`config.mk`:
```
export PLATFORM = sky130hd
export DESIGN_NAME = sel_mux_buf_flat
export DESIGN_NICKNAME = d
export VERILOG_FILES = /design/src/rtl/sel_mux_buf_if.sv /design/src/rtl/sel_mux_buf.sv /design/src/flat_wrapper.sv
export SDC_FILE = /design/constraint.sdc
export NUM_CORES = 1
export LEC_CHECK = 0
export ABC_AREA = 1
export BUFFER_PORTS_ARGS = -buffer_cell sky130_fd_sc_hd__buf_2
export CORE_ASPECT_RATIO = 1.2
export CORE_MARGIN = 5
export CORE_UTILIZATION = 30
export DETAILED_ROUTE_END_ITERATION = 6
export PLACE_DENSITY = 0.56
export SKIP_CTS_REPAIR_TIMING = 1
export SYNTH_ARGS = -nofsm -noshare
export SYNTH_HDL_FRONTEND = slang
export SYNTH_SLANG_ARGS = --single-unit
```
`constraint.sdc`:
```
create_clock -name clk -period 2.9 [get_ports clk]
set_input_delay 0.58 -clock clk [delete_from_list [all_inputs] [get_ports clk]]
set_output_delay 0.58 -clock clk [all_outputs]
set_load 0.02 [all_outputs]
```
`src/rtl/sel_mux_buf_if.sv`:
```
// sel_mux_buf_if: producer/consumer handshake bundle for sel_mux_buf.
// slave = block side, master = driver side.
interface sel_mux_buf_if #(
  parameter int WL  = 32,
  parameter int NCH = 4,
  parameter int SW  = $clog2(NCH)
);
  logic [SW-1:0]     sel;
  logic [NCH*WL-1:0] in_bus;
  logic              in_valid;
  logic              in_ready;
  logic [WL-1:0]     out_data;
  logic [SW-1:0]     out_sel;
  logic              out_valid;
  logic              out_ready;
  logic              sel_err;
  logic              err_clr;

  modport slave (
    input  sel,
    input  in_bus,
    input  in_valid,
    input  out_ready,
    input  err_clr,
    output in_ready,
    output out_data,
    output out_sel,
    output out_valid,
    output sel_err
  );

  modport master (
    output sel,
    output in_bus,
    output in_valid,
    output out_ready,
    output err_clr,
    input  in_ready,
    input  out_data,
    input  out_sel,
    input  out_valid,
    input  sel_err
  );
endinterface

```
`src/rtl/sel_mux_buf.sv`:
```
// sel_mux_buf: registered NCH-way word select into a 2-entry FIFO.
// Ports: clk, rst_n (async low), b (sel_mux_buf_if.slave).
module sel_mux_buf #(
  parameter int WL  = 32,
  parameter int NCH = 4,
  parameter int SW  = $clog2(NCH)
) (
  input logic          clk,
  input logic          rst_n,
  sel_mux_buf_if.slave b
);

  typedef enum logic [1:0] {
    EMPTY,
    ONE,
    FULL
  } st_t;

  localparam logic [SW:0] NCHW = (SW+1)'(NCH);

  st_t           st;
  logic [WL-1:0] head_d;
  logic [SW-1:0] head_s;
  logic [WL-1:0] tail_d;
  logic [SW-1:0] tail_s;
  logic          ir_q;
  logic          ov_q;
  logic          err_q;

  logic          acc;
  logic          pop;
  logic          oor;
  logic [WL-1:0] word;

  assign acc = b.in_valid && ir_q;
  assign pop = ov_q && b.out_ready;
  assign oor = ({1'b0, b.sel} >= NCHW);

  // Out-of-range selects match no channel and fall through to zero.
  always_comb begin
    word = '0;
    for (int k = 0; k < NCH; k++) begin
      if (b.sel == SW'(k)) begin
        word = b.in_bus[k*WL +: WL];
      end
    end
  end

  always_ff @(posedge clk or negedge rst_n) begin
    if (!rst_n) begin
      st     <= EMPTY;
      head_d <= '0;
      head_s <= '0;
      tail_d <= '0;
      tail_s <= '0;
      ir_q   <= 1'b1;
      ov_q   <= 1'b0;
      err_q  <= 1'b0;
    end else begin
      if (acc && oor) begin
        err_q <= 1'b1;
      end else if (b.err_clr) begin
        err_q <= 1'b0;
      end
      unique case (st)
        EMPTY: begin
          if (acc) begin
            head_d <= word;
            head_s <= b.sel;
            ov_q   <= 1'b1;
            st     <= ONE;
          end
        end
        ONE: begin
          if (acc && !pop) begin
            tail_d <= word;
            tail_s <= b.sel;
            ir_q   <= 1'b0;
            st     <= FULL;
          end else if (!acc && pop) begin
            ov_q <= 1'b0;
            st   <= EMPTY;
          end else if (acc && pop) begin
            head_d <= word;
            head_s <= b.sel;
          end
        end
        FULL: begin
          if (pop) begin
            head_d <= tail_d;
            head_s <= tail_s;
            ir_q   <= 1'b1;
            st     <= ONE;
          end
        end
        default: begin
          st   <= EMPTY;
          ir_q <= 1'b1;
          ov_q <= 1'b0;
        end
      endcase
    end
  end

  assign b.in_ready  = ir_q;
  assign b.out_valid = ov_q;
  assign b.out_data  = head_d;
  assign b.out_sel   = head_s;
  assign b.sel_err   = err_q;

endmodule

```
`src/flat_wrapper.sv`:
```
// flat-port wrapper written by rule: the top's interface ports become plain ports
module sel_mux_buf_flat 
#(
  parameter int WL  = 32,
  parameter int NCH = 4,
  parameter int SW  = $clog2(NCH)
)
  (clk, rst_n, b_sel, b_in_bus, b_in_valid, b_out_ready, b_err_clr, b_in_ready, b_out_data, b_out_sel, b_out_valid, b_sel_err);
  sel_mux_buf_if #(.WL(WL), .NCH(NCH), .SW(SW)) b_i ();
  input logic clk;
  input logic rst_n;
  input wire logic [$bits(b_i.sel)-1:0] b_sel;
  input wire logic [$bits(b_i.in_bus)-1:0] b_in_bus;
  input wire logic [$bits(b_i.in_valid)-1:0] b_in_valid;
  input wire logic [$bits(b_i.out_ready)-1:0] b_out_ready;
  input wire logic [$bits(b_i.err_clr)-1:0] b_err_clr;
  output wire logic [$bits(b_i.in_ready)-1:0] b_in_ready;
  output wire logic [$bits(b_i.out_data)-1:0] b_out_data;
  output wire logic [$bits(b_i.out_sel)-1:0] b_out_sel;
  output wire logic [$bits(b_i.out_valid)-1:0] b_out_valid;
  output wire logic [$bits(b_i.sel_err)-1:0] b_sel_err;
  assign b_i.sel = b_sel;
  assign b_i.in_bus = b_in_bus;
  assign b_i.in_valid = b_in_valid;
  assign b_i.out_ready = b_out_ready;
  assign b_i.err_clr = b_err_clr;
  assign b_in_ready = b_i.in_ready;
  assign b_out_data = b_i.out_data;
  assign b_out_sel = b_i.out_sel;
  assign b_out_valid = b_i.out_valid;
  assign b_sel_err = b_i.sel_err;
  sel_mux_buf #(.WL(WL), .NCH(NCH), .SW(SW)) u_core (.clk(clk), .rst_n(rst_n), .b(b_i));
endmodule
```
==> impl_metrics.yaml, run 1 <==
outcome:
  status: "complete, no violations"
global_routing:
  grtUsageTotal_pct: 16.0
  grt_pass1_wl_um: 20500
  overflow: 0
  grt_pass1_vias: 4001
  antenna_found_initial: 2
  grt_max_degree: 73
timing:
  tightestPinTransition_ns: 0.950
  finalSetupViolations: 0
  drv_slew: 0
  finClkSkew_ns: 0.00460
  timing.final.ws_setup_ns: 0.920
  slew_headroom_pct: 36.7
  period_needed_ns: 1.98
  hold_violations: 0
  max_freq_mhz: 505
  rsz0062_at_grt: "no"
  post-route-period-util_pct: 68.3
  fin_tns_setup_ns: 0
floorplan:
  die_area_sq_um: 16200
  die_w_um: 117
  die_y_um: 138
  pin_count: 172
  rows: 47
  start_util_pct: 30.2
  core_area_sq_um: 13600
clocking:
  cts-root-buf: "clkbuf_16"
  cts_buffers: 9
  cts_buffer_depth: 2
  cts_tree: "yes"
  clock_sinks: 72
  ctsHtreeMaxLevel: 3
  path_clk_slew_ns: 0.06
  insertion_delay_ns: 0.32
layout:
  syn_to_final_growth_pct: 30.3
  fillers: 1518
  layout-drive-gt1-share_pct: 26.9
  fin_nets: 885
route:
  first_pass_iters: 4
  drt_iter0_markers: 242
  drc_errors: 0
  routedWlPerCell_um: 13.7
  ant_nets: 0
  wl_um: 12800
  via_count: 4218
  via_per_inst: 4.55
synth:
  netlist_area_sq_um: 4120
  synth_ff_type: "dfrtp_1"
  synth_top_area_cell: "dfrtp_1"
  yosys-top-cells-area: "dfrtp_1 (43%), nand2_1 (22%), nand3_1 (8.0%), nor2_1 (5.8%), o21ai_1 (4.5%)"
  ys_types: 21
  synth_common_cells: "nand2_1 (240), dfrtp_1 (71), nand3_1 (66)"
  ys_warn_count: 0
  synth.most_common_cell: "nand2_1"
  synthArstFlopShare_pct: 100
  syn-num-nets: 739
  yosysSeqAreaShare_pct: 43.8
  synthCells: 604
  synth_area_per_cell_sq_um: 6.82
  synth_edf_count: 0
  synth_seq_cells: 72
  yosysTopAreaCellShare_pct: 43.1
placed_design:
  io_buffers: 169
  gp_congestion: 0.788
  dp_worst_setup_slack_ns: 0.504
  hpwl_um: 9020
critical_path:
  crit_fanout: 36
  worstPathCellList: "inv_2 > nand2_2 > inv_2 > o21ai_4 > buf_12 > nor2_1 > nand2_1 > nand2_1"
  crit_path_start_kind: "flip-flop"
  arrival_ns: 2.19
  worstSetupPathType: "reg2reg"
  cp-end-kind: "flip-flop"
  crit_slowest_cell: "o21ai_4"
  crit_path_max_incr_delay_ns: 0.72
  reg2reg_slack_ns: 0.92
  worstPathRequired_ns: 3.11
min_path:
  min_path_type: "in2async"
power:
  leakagePower_nw: 2.77
  powerDensity_nw_per_um2: 442
  vdd_drop_max_mv: 0.207
  power_mw: 2.37
job:
  cap_violations: 0
[sequential cells by signal (all words and copies together) (netlist names)]
signal              flops
u_core.b.in_ready       1
u_core.b.out_data      32
u_core.b.out_sel        2
u_core.b.out_valid      1
u_core.st               2
u_core.tail_d          32
u_core.tail_s           2
[layout by cell type, fill, tap and decap left out, drive strengths merged, types with 7 or more instances in the layout]
cell,n
o21ai,74
nand2,242
or2,32
inv,7
nor2,66
nand3,66
buf,177
clkbuf,13
dfrtp,71
[final timing paths]
kind                                                   from                                end  depth (start not counted)
max in group asynchronous                             rst_n    u_core.b.out_sel[1]$_DFFE_PN0P_                          1
hold / removal                                        rst_n  u_core.b.out_data[26]$_DFFE_PN0P_                          1
hold reg to reg            u_core.b.out_data[0]$_DFFE_PN0P_   u_core.b.out_data[0]$_DFFE_PN0P_                          2
setup reg to reg                   u_core.st[0]$_DFFE_PN0P_  u_core.b.out_data[24]$_DFFE_PN0P_                          8
min in group clk           u_core.b.out_data[0]$_DFFE_PN0P_   u_core.b.out_data[0]$_DFFE_PN0P_                          2
setup / recovery                   u_core.st[0]$_DFFE_PN0P_  u_core.b.out_data[24]$_DFFE_PN0P_                          8
[critical path: cells and delay by family, from the launching register on]
kind,cells,cell delay [ns]
flip-flops,1,0.43
AND/OR/NAND/NOR,4,0.25
buffers and inverters,3,0.44
AO/OA/AOI/OAI,1,0.72
[metal layers]
metal,vias up,GRT usage [%],share of wire (%)
li1,2214,-,-
met1,1888,19.9,43
met2,103,26.9,50
met3,13,3.72,5.6
met4,0,5.37,1.8
met5,-,0,0
[layout make-up]
class / instances / area, sq um / share of cell area, %
diodes: 2 / 5.00 / 0.0932
clock buffers: 13 / 260 / 4.85
clock inverters: 3 / 40.0 / 0.746
inverters: 7 / 26.3 / 0.489
multi-input cells: 483 / 2100 / 39.1
flip-flops and latches: 72 / 1800 / 33.6
well taps: 171 / 214 / 3.99
repair buffers: 177 / 921 / 17.2
[through the flow]
stage               instances  area (sq um)  util (%)  hold WS, ns
global route              928          5370      39.4        0.479
global placement          910          5060      37.1        0.457
detailed placement        910          5060      37.1        0.460
CTS                       926          5360      39.3        0.433
finish                    928          5370      39.4        0.379
floorplan                 604          4120         -        0.284
[cells by family after synthesis]
kind of cell / share of synthesized area [%]
simple gates: 41.2
flops: 43.8
compound gates: 9.39
other cells: 0.0910
buf+inv: 5.56
[report_power, final]
group | leakage [nW] | switching [mW] | total, mW | internal [mW]
registers | 0.998 | 0 | 1.01 | 1.01
logic | 1.62 | 0.145 | 0.252 | 0.107
clock network | 0.150 | 0.403 | 1.11 | 0.711
total | 2.77 | 0.548 | 2.37 | 1.82
No activity file was read; power rests on OpenSTA's default activity.
==> run 2: changes to the inputs <==
--- a/config.mk
+++ b/config.mk
@@ -11,7 +11,7 @@
 export CORE_MARGIN = 5
 export CORE_UTILIZATION = 30
 export DETAILED_ROUTE_END_ITERATION = 6
-export PLACE_DENSITY = 0.56
+export PLACE_DENSITY = 0.58
 export SKIP_CTS_REPAIR_TIMING = 1
 export SYNTH_ARGS = -nofsm -noshare
 export SYNTH_HDL_FRONTEND = slang
==> constraint.sdc (replaced) <==
create_clock -name clk -period 1.8 [get_ports clk]
set_input_delay 0.36 -clock clk [delete_from_list [all_inputs] [get_ports clk]]
set_output_delay 0.36 -clock clk [all_outputs]
set_load 0.02 [all_outputs]
==> run 2 against run 1 <==
Against the previous run:
- register-to-register slack worse by 0.66 ns
- critical path type unchanged
- worst hold slack got worse by 0.35 ns
- cell area increased by 2.7%
==> impl_metrics.yaml, run 2 (synthesis gave the netlist of run 1 again) <==
outcome:
  status: "complete, no violations"
min_path:
  min_path_type: "in2async"
critical_path:
  crit_family: "flip-flops"
  cp-end-kind: "flip-flop"
  worstPathCellList: "nand2_1 > nor2_2 > nand3_2 > buf_4 > nand2_1 > o21ai_1"
  crit_path_max_incr_delay_ns: 0.55
  arrival_ns: 1.73
  worstPathRequired_ns: 1.99
  crit_fanout: 35
  path_common_cell: "nand2_1"
  crit_buf_inv: 1
  crit_slowest_cell: "dfstp_2"
  crit_path_start_kind: "flip-flop"
  worstSetupPathType: "reg2reg"
timing:
  period_needed_ns: 1.54
  fin_tns_setup_ns: 0
  finalSetupViolations: 0
  max_freq_mhz: 651
  drv_slew: 0
  rsz0062_at_grt: "no"
  post-route-period-util_pct: 85.3
  hold_violations: 0
  finClkSkew_ns: 0.00844
layout:
  regArea_sq_um: 1800
  final_cell_mix: "nand2_1 (240), buf_2 (168), dfrtp_1 (71)"
  fin_nets: 895
  stdcell_area_sq_um: 5510
  syn_to_final_growth_pct: 33.9
  final_common_cell: "nand2_1"
  fillers: 1494
  multi_input_area_sq_um: 2100
  layout-drive-gt1-share_pct: 28.0
global_routing:
  antenna_found_initial: 3
  grt_pass1_vias: 3979
  grt_pass1_wl_um: 20000
  grtUsageTotal_pct: 15.4
  grt_max_degree: 73
  overflow: 0
clocking:
  cts_buffers: 9
  insertion_delay_ns: 0.33
  cts_buffer_depth: 2
  path_clk_slew_ns: 0.06
  ctsHtreeMaxLevel: 3
  cts_tree: "yes"
  clock_sinks: 72
  cts-root-buf: "clkbuf_16"
floorplan:
  rows: 47
  die_w_um: 117
  die_area_sq_um: 16200
  die_y_um: 138
  pin_count: 172
  core_area_sq_um: 13600
  start_util_pct: 30.2
placed_design:
  io_buffers: 169
  gp_congestion: 0.788
  hpwl_um: 9170
  dpl_cell_area_sq_um: 5180
power:
  vdd_drop_max_mv: 0.362
  power_mw: 4.01
  powerDensity_nw_per_um2: 728
  leakagePower_nw: 2.84
route:
  wl_um: 12600
  via_count: 4295
  ant_nets: 0
  drc_errors: 0
  routedWlPerCell_um: 13.4
  via_per_inst: 4.58
  first_pass_iters: 4
  drt_iter0_markers: 198
job:
  cap_violations: 0
-- run 2: changes by cell type in the layout (fill, tap and decap cells not counted) --
cell        delta
clkinv_2       -2
clkinvlp_4     +1
clkinv_4       +1
bufinv_16      +1
buf_4          +7
buf_12         +3
clkbuf_1       -1
-- run 2: worst reg2reg max path: cells and delay by family, from the launching register on --
family	cells	cell delay, ns
AOI/OAI and AO/OA	1	0.07
DFF	1	0.55
buffers and inverters	1	0.26
and+or+nand+nor	4	0.52
-- run 2: final timing paths --
| kind | start | to | slack (ns) | cells past startpoint |
|---|---|---|---|---|
| worst min-delay path | rst_n | u_core.b.out_data[4]$_DFFE_PN0P_ | 0.02 | 2 |
| worst max register to register | u_core.b.in_ready$_DFFE_PN1P_ | u_core.tail_d[23]$_DFFE_PN0P_ | 0.26 | 6 |
| min in group clk | b_in_bus[97] | u_core.tail_d[1]$_DFFE_PN0P_ | 0.41 | 4 |
| worst max-delay path | u_core.b.in_ready$_DFFE_PN1P_ | u_core.tail_d[23]$_DFFE_PN0P_ | 0.26 | 6 |
| max in group asynchronous | rst_n | u_core.b.in_ready$_DFFE_PN1P_ | 1.43 | 2 |
| worst min register to register | u_core.b.out_sel[0]$_DFFE_PN0P_ | u_core.b.out_sel[0]$_DFFE_PN0P_ | 0.47 | 2 |
-- run 2: final cells by class --
class                           instances  area share, %
Multi-Input combinational cell        483           38.1
Timing Repair Buffer                  187           18.7
Antenna cell                            2         0.0908
Clock inverter                          4           1.38
Tap cell                              171           3.88
Inverter                                7          0.477
Sequential cell                        72           32.7
Clock buffer                           12           4.65
-- run 2: where the power goes --
part / internal [mW] / switching (mW)
combinational: 0.190 / 0.237
sequential: 1.62 / 0
clock: 1.29 / 0.675
total: 3.10 / 0.912
-- run 2: metrics by stage --
step	hold slack, ns	instances	worst slack, ns	utilization (%)
final	0.0245	938	0.264	40.4
after global routing	0.0706	938	0.162	40.4
after CTS	0.0519	936	0.253	40.4
after detailed placement	0.412	920	0.190	37.9
after global placement	0.411	920	0.210	37.9
after floorplan	0.0644	604	0.247	-
-- run 2: layer usage --
metal,GRT usage (%),share of wire (%)
met1,20.1,44
met2,25.3,49
met3,3.45,5.9
met4,4.29,1.1
met5,0,0.056
